**config.mk**
```make
export PLATFORM = sky130hd
export DESIGN_NAME = approx_mul_arbiter_flat
export DESIGN_NICKNAME = d
export VERILOG_FILES = /design/src/rtl/approx_mul_pkg.sv /design/src/rtl/approx_mul_arbiter_if.sv /design/src/rtl/approx_mul8_core.sv /design/src/rtl/approx_mul_arbiter.sv /design/src/flat_wrapper.sv
export SDC_FILE = /design/constraint.sdc
export NUM_CORES = 1
export LEC_CHECK = 0
export ABC_AREA = 1
export BUFFER_PORTS_ARGS = -buffer_cell sky130_fd_sc_hd__buf_2
export CORE_MARGIN = 2
export CORE_UTILIZATION = 30
export DETAILED_ROUTE_END_ITERATION = 8
export HOLD_SLACK_MARGIN = 0.03
export PLACE_DENSITY = 0.55
export REMOVE_ABC_BUFFERS = 1
export SYNTH_ARGS = -nofsm -noshare
export SYNTH_HDL_FRONTEND = slang
export SYNTH_SLANG_ARGS = --single-unit
```
**constraint.sdc**
```tcl
create_clock -name clk -period 7.1 [get_ports clk]
set_input_delay 1.065 -clock clk [delete_from_list [all_inputs] [get_ports clk]]
set_output_delay 1.065 -clock clk [all_outputs]
set_load 0.01 [all_outputs]
```
**src/rtl/approx_mul_pkg.sv**
```systemverilog
// Shared widths and constants for the approximate-multiplier arbiter slice.
package approx_mul_pkg;
    localparam int OPW     = 8;   // operand width
    localparam int PRODW   = 16;  // product width
    localparam int TRUNC_L = 2;   // low multiplicand bits dropped by the approximation
    localparam int CNTW    = 16;  // completed-operation counter width
endpackage

```
**src/rtl/approx_mul_arbiter_if.sv**
```systemverilog
// Request/response bus between requesters, the arbiter and its downstream consumer.
interface approx_mul_arbiter_if
    import approx_mul_pkg::*;
#(
    parameter int NREQ = 4,
    parameter int IDW  = 2
) ();
    logic [NREQ-1:0]     req_valid;
    logic [NREQ-1:0]     req_ready;
    logic [OPW*NREQ-1:0] req_x;
    logic [OPW*NREQ-1:0] req_y;
    logic                rsp_valid;
    logic                rsp_ready;
    logic [IDW-1:0]      rsp_id;
    logic [PRODW-1:0]    rsp_z;

    modport master (
        output req_valid, req_x, req_y, rsp_ready,
        input  req_ready, rsp_valid, rsp_id, rsp_z
    );

    modport slave (
        input  req_valid, req_x, req_y, rsp_ready,
        output req_ready, rsp_valid, rsp_id, rsp_z
    );
endinterface

```
**src/rtl/approx_mul8_core.sv**
```systemverilog
// Combinational 8x8 multiplier: exact product or truncated product with
// compensation terms for the dropped low multiplicand bits.
module approx_mul8_core
    import approx_mul_pkg::*;
(
    input  logic [OPW-1:0]   x,
    input  logic [OPW-1:0]   y,
    input  logic             exact,
    output logic [PRODW-1:0] z
);

    function automatic logic [PRODW-1:0] approx_product(input logic [OPW-1:0] xa,
                                                        input logic [OPW-1:0] ya);
        logic             a;
        logic             b;
        logic [PRODW-1:0] yw;
        logic [PRODW-1:0] xw;
        logic [PRODW-1:0] p;
        a  = xa[0] & ya[7];
        b  = xa[1] & ya[6];
        yw = PRODW'(ya);
        xw = PRODW'(xa >> TRUNC_L);
        p  = (yw * xw) << TRUNC_L;
        p  = p + (PRODW'(a ^ b) << 7) + (PRODW'(a & b) << 8)
               + (PRODW'(xa[1] & ya[7]) << 8);
        return p;
    endfunction

    function automatic logic [PRODW-1:0] exact_product(input logic [OPW-1:0] xa,
                                                       input logic [OPW-1:0] ya);
        return PRODW'(ya) * PRODW'(xa);
    endfunction

    assign z = exact ? exact_product(x, y) : approx_product(x, y);

endmodule

```
**src/rtl/approx_mul_arbiter.sv**
```systemverilog
// Round-robin arbiter feeding a shared two-stage multiplier pipeline with
// valid/ready backpressure on both sides.
module approx_mul_arbiter
    import approx_mul_pkg::*;
#(
    parameter int NREQ = 4,
    parameter int IDW  = 2
) (
    input  logic                 clk,
    input  logic                 rst_n,
    input  logic                 cfg_exact,
    approx_mul_arbiter_if.slave  bus,
    output logic                 busy,
    output logic [CNTW-1:0]      op_count
);

    logic [IDW-1:0]   rr_ptr;
    logic             gnt_found;
    logic [IDW-1:0]   gnt_idx;
    logic             s2_load;
    logic             s1_can;
    logic             accept;

    logic             vld_p1;
    logic [OPW-1:0]   x_p1;
    logic [OPW-1:0]   y_p1;
    logic [IDW-1:0]   id_p1;
    logic             exact_p1;
    logic [PRODW-1:0] core_z;

    logic             vld_p2;
    logic [PRODW-1:0] z_p2;
    logic [IDW-1:0]   id_p2;

    always_comb begin
        gnt_found = 1'b0;
        gnt_idx   = '0;
        for (int k = 0; k < NREQ; k++) begin : scan
            int cand;
            cand = int'(rr_ptr) + k;
            if (cand >= NREQ) cand = cand - NREQ;
            if (!gnt_found && bus.req_valid[cand]) begin
                gnt_found = 1'b1;
                gnt_idx   = IDW'(cand);
            end
        end
    end

    assign s2_load = !vld_p2 || bus.rsp_ready;
    assign s1_can  = !vld_p1 || s2_load;
    // rst_n gating keeps req_ready low for the whole reset interval.
    assign accept  = rst_n && gnt_found && s1_can;

    always_comb begin
        bus.req_ready = '0;
        if (accept) bus.req_ready[gnt_idx] = 1'b1;
    end

    always_ff @(posedge clk or negedge rst_n) begin
        if (!rst_n) begin
            rr_ptr   <= '0;
            vld_p1   <= 1'b0;
            vld_p2   <= 1'b0;
            z_p2     <= '0;
            id_p2    <= '0;
            op_count <= '0;
        end else begin
            if (accept) begin
                rr_ptr <= (int'(gnt_idx) == NREQ - 1) ? '0 : gnt_idx + IDW'(1);
            end
            // S1 boundary: fills on accept, empties when its op moves to S2.
            if (accept)       vld_p1 <= 1'b1;
            else if (s2_load) vld_p1 <= 1'b0;
            // S2 boundary: product registered straight onto the response bus.
            if (s2_load) begin
                vld_p2 <= vld_p1;
                if (vld_p1) begin
                    z_p2  <= core_z;
                    id_p2 <= id_p1;
                end
            end
            if (vld_p2 && bus.rsp_ready) op_count <= op_count + CNTW'(1);
        end
    end

    always_ff @(posedge clk) begin
        if (accept) begin
            x_p1     <= bus.req_x[gnt_idx*OPW +: OPW];
            y_p1     <= bus.req_y[gnt_idx*OPW +: OPW];
            id_p1    <= gnt_idx;
            exact_p1 <= cfg_exact;
        end
    end

    approx_mul8_core u_core (
        .x     (x_p1),
        .y     (y_p1),
        .exact (exact_p1),
        .z     (core_z)
    );

    assign bus.rsp_valid = vld_p2;
    assign bus.rsp_z     = z_p2;
    assign bus.rsp_id    = id_p2;
    assign busy          = vld_p1 | vld_p2;

endmodule

```
**src/flat_wrapper.sv**
```systemverilog
// flat-port wrapper written by rule: the top's interface ports become plain ports
module approx_mul_arbiter_flat import approx_mul_pkg::*;
#(
    parameter int NREQ = 4,
    parameter int IDW  = 2
)
  (clk, rst_n, cfg_exact, busy, op_count, bus_req_valid, bus_req_x, bus_req_y, bus_rsp_ready, bus_req_ready, bus_rsp_valid, bus_rsp_id, bus_rsp_z);
  approx_mul_arbiter_if #(.NREQ(NREQ), .IDW(IDW)) bus_i ();
  input  logic clk;
  input  logic rst_n;
  input  logic cfg_exact;
  output logic busy;
  output logic [CNTW-1:0] op_count;
  input wire logic [$bits(bus_i.req_valid)-1:0] bus_req_valid;
  input wire logic [$bits(bus_i.req_x)-1:0] bus_req_x;
  input wire logic [$bits(bus_i.req_y)-1:0] bus_req_y;
  input wire logic [$bits(bus_i.rsp_ready)-1:0] bus_rsp_ready;
  output wire logic [$bits(bus_i.req_ready)-1:0] bus_req_ready;
  output wire logic [$bits(bus_i.rsp_valid)-1:0] bus_rsp_valid;
  output wire logic [$bits(bus_i.rsp_id)-1:0] bus_rsp_id;
  output wire logic [$bits(bus_i.rsp_z)-1:0] bus_rsp_z;
  assign bus_i.req_valid = bus_req_valid;
  assign bus_i.req_x = bus_req_x;
  assign bus_i.req_y = bus_req_y;
  assign bus_i.rsp_ready = bus_rsp_ready;
  assign bus_req_ready = bus_i.req_ready;
  assign bus_rsp_valid = bus_i.rsp_valid;
  assign bus_rsp_id = bus_i.rsp_id;
  assign bus_rsp_z = bus_i.rsp_z;
  approx_mul_arbiter #(.NREQ(NREQ), .IDW(IDW)) u_core (.clk(clk), .rst_n(rst_n), .cfg_exact(cfg_exact), .bus(bus_i), .busy(busy), .op_count(op_count));
endmodule
```
==> flow_metrics.tcl <==
set metrics [dict create \
    reg2reg_slack_ns 2.35 \
    synth_ff_type "dfrtp_1" \
    maxSlewViolCount 0 \
    rsz0062_at_grt "false" \
    post_cts_buffers 0 \
    netlist.area_leader.share_pct 14.7 \
    first_pass_iters 5 \
    synthDistinctLibCells 38 \
    ys_ff_latch 57 \
    vias 5620 \
    syn_avg_cell_area_um2 7.11 \
    post_drt_wl_per_cell_um 11.8 \
    dieArea_um2 22800 \
    drv_cap 0 \
    port_buffers 111 \
    slew_headroom_pct 55.8 \
    diodes 0 \
    final_antenna_net_count 0 \
    nets 1172 \
    antenna_found_initial 0 \
    root_buffer "clkbuf_16" \
    rows 53 \
    worstSkewPairLatency_ns 0.34 \
    synth_area_leaders "dfrtp_1 (15%), nand2_1 (14%), fa_1 (14%), inv_1 (12%), ha_1 (10%)" \
    endpoint_kind "flip-flop" \
    synth.largest_area_cell "dfrtp_1" \
    drc_errors 0 \
    worst_pin_slew_ns 0.662 \
    core-area_um2 21100 \
    setup_violations 0 \
    status "finished clean" \
    post_cts_resized 0 \
    whs_path_depth 2 \
    fmax_mhz 210 \
    fin_area_um2 7560 \
    drive_gt1_share_pct 14.5 \
    h-tree-depth 3 \
    cts_buffer_depth 2 \
    r2r_start "u_core.x_p1[7]" \
    ctsHoldBuffers 0 \
    viasPerCell 4.38 \
    grt_max_degree 40 \
    critPathRequiredTime_ns 7.37 \
    synth_most_common_cell "nand2_1" \
    cp-start-kind "flip-flop" \
    synth-edff-count 19 \
    numCtsBuffers 9 \
    rr_endpoint "u_core.bus.rsp_z[14]" \
    ys_warn_count 0 \
    grt_pass1_wl_um 25700 \
    min_path_type "reg2reg" \
    die_h_um 151 \
    fp.dieW_um 151 \
    setup_tns_ns 0 \
    critPathMaxFanout 8 \
    synth.cell_area_um2 6480 \
    period_share_pct 67.0 \
    synthToLayoutAreaGrowth_pct 16.6 \
    nFillCells 2223 \
    drt-total-wl_um 15100 \
    grtUsageTotal_pct 14.1 \
    fin_crit_ns 4.75 \
    io_pins 112 \
    dpl_cell_area_um2 7250 \
    hpwl_um 12600 \
    gp_congestion 0.888 \
    min_from "u_core.id_p1[1]" \
    cts.sinks 57 \
    synth.top_cells.by_count "nand2_1 (246), inv_1 (204), nand3_1 (77)" \
    final-hold-violation-count 0 \
    cts_tree "yes" \
    reg2reg_depth 21 \
    synthArstFlopShare_pct 66.7 \
    path_clk_slew_ns 0.05 \
    ys_seq_area_share_pct 23.5 \
    start_util_pct 30.7 \
    drtIter0Drc 289 \
    clock_skew_ns 0.00716 \
    gr-total-overflow 0 \
    hold_path_end "u_core.bus.rsp_id[1]" \
    crit_arrival_ns 5.02 \
    netlist_instances 911 \
    crit_type "reg2reg" \
    grt_pass1_vias 5368 \
]
cells in the final DEF (no fill, tap or decap), types with 6 or more instances in the layout:
cell type	n
nand2_1	246
inv_1	204
buf_2	111
nand3_1	77
ha_1	52
nor2_1	47
fa_1	46
dfrtp_1	38
nand3b_1	32
o21ai_0	26
a21oi_1	26
edfxtp_1	19
xor2_1	12
xnor2_1	9
clkbuf_16	9
nand4_1	6
a31oi_1	6
stage by stage:
step | hold WS, ns | setup slack [ns] | cells | util (%)
after floorplan | 0.418 | 2.69 | 877 | -
final | 0.434 | 2.35 | 1282 | 35.8
after CTS | 0.440 | 2.34 | 1282 | 35.8
after global placement | 0.434 | 2.42 | 1266 | 34.4
after detailed placement | 0.433 | 2.38 | 1266 | 34.4
after global routing | 0.463 | 1.97 | 1282 | 35.8
layer usage:
| metal | global-route usage, % | up-vias | share of wire [%] |
|---|---|---|---|
| li1 | - | 2967 | - |
| met1 | 19.4 | 2486 | 49 |
| met2 | 22.1 | 144 | 44 |
| met3 | 3.07 | 23 | 4.9 |
| met4 | 4.39 | 0 | 2.0 |
| met5 | 0 | - | 0 |
cells by family after synthesis:
group,share of synthesized area [%]
buffers and inverters,14.2
and+or+nand+nor,28.8
AOI/OAI and AO/OA,5.95
muxes,0.174
xor gates and xnor gates,3.09
adders and majority gates,24.2
DFF,23.5
area by class of cell:
type | instances | area [um2] | share of cell area, %
Timing Repair Buffer | 114 | 578 | 7.65
Clock buffer | 11 | 253 | 3.34
Sequential cell | 57 | 1520 | 20.1
Multi-Input combinational cell | 615 | 4040 | 53.4
Inverter | 205 | 769 | 10.2
Clock inverter | 5 | 53.8 | 0.712
Tap cell | 275 | 344 | 4.55
state kept, by name (all words and copies together), names as in the netlist:
name and count:
u_core.y_p1 8, u_core.rr_ptr 2, u_core.bus.rsp_id 2, u_core.bus.rsp_z 16, u_core.exact_p1 1, u_core.bus.rsp_valid 1, u_core.x_p1 8, u_core.id_p1 2
u_core.vld_p1 1, u_core.op_count 16
worst max-delay path, cell delays in order, from the launching register on:
cell	delay, ns
edfxtp_1	0.48
nand2_1	0.12
fa_1	0.54
inv_1	0.06
fa_1	0.54
fa_1	0.53
ha_1	0.41
inv_1	0.06
nand2_1	0.10
nand2_1	0.07
xnor2_1	0.13
fa_1	0.49
ha_1	0.16
inv_1	0.05
fa_1	0.40
inv_1	0.13
nand3_1	0.08
nand2_1	0.06
nand3_1	0.06
nand2_1	0.07
nand2_1	0.05
nand2_1	0.08
how the worst max path moves through the flow:
stage,startpoint,endpoint,slack [ns],cells after the start
after floorplan,u_core.y_p1[0],u_core.bus.rsp_z[14],2.69,20
after global placement,bus_req_valid[3],bus_req_ready[3],2.42,14
after detailed placement,u_core.x_p1[7],u_core.bus.rsp_z[14],2.38,21
after CTS,u_core.x_p1[7],u_core.bus.rsp_z[14],2.34,21
after global routing,u_core.x_p1[7],u_core.bus.rsp_z[14],1.97,21
final,u_core.x_p1[7],u_core.bus.rsp_z[14],2.35,21
Power is left out: the tool's default activity adds up to more than one toggle a clock period on the data nets, which glitch-free logic cannot reach.
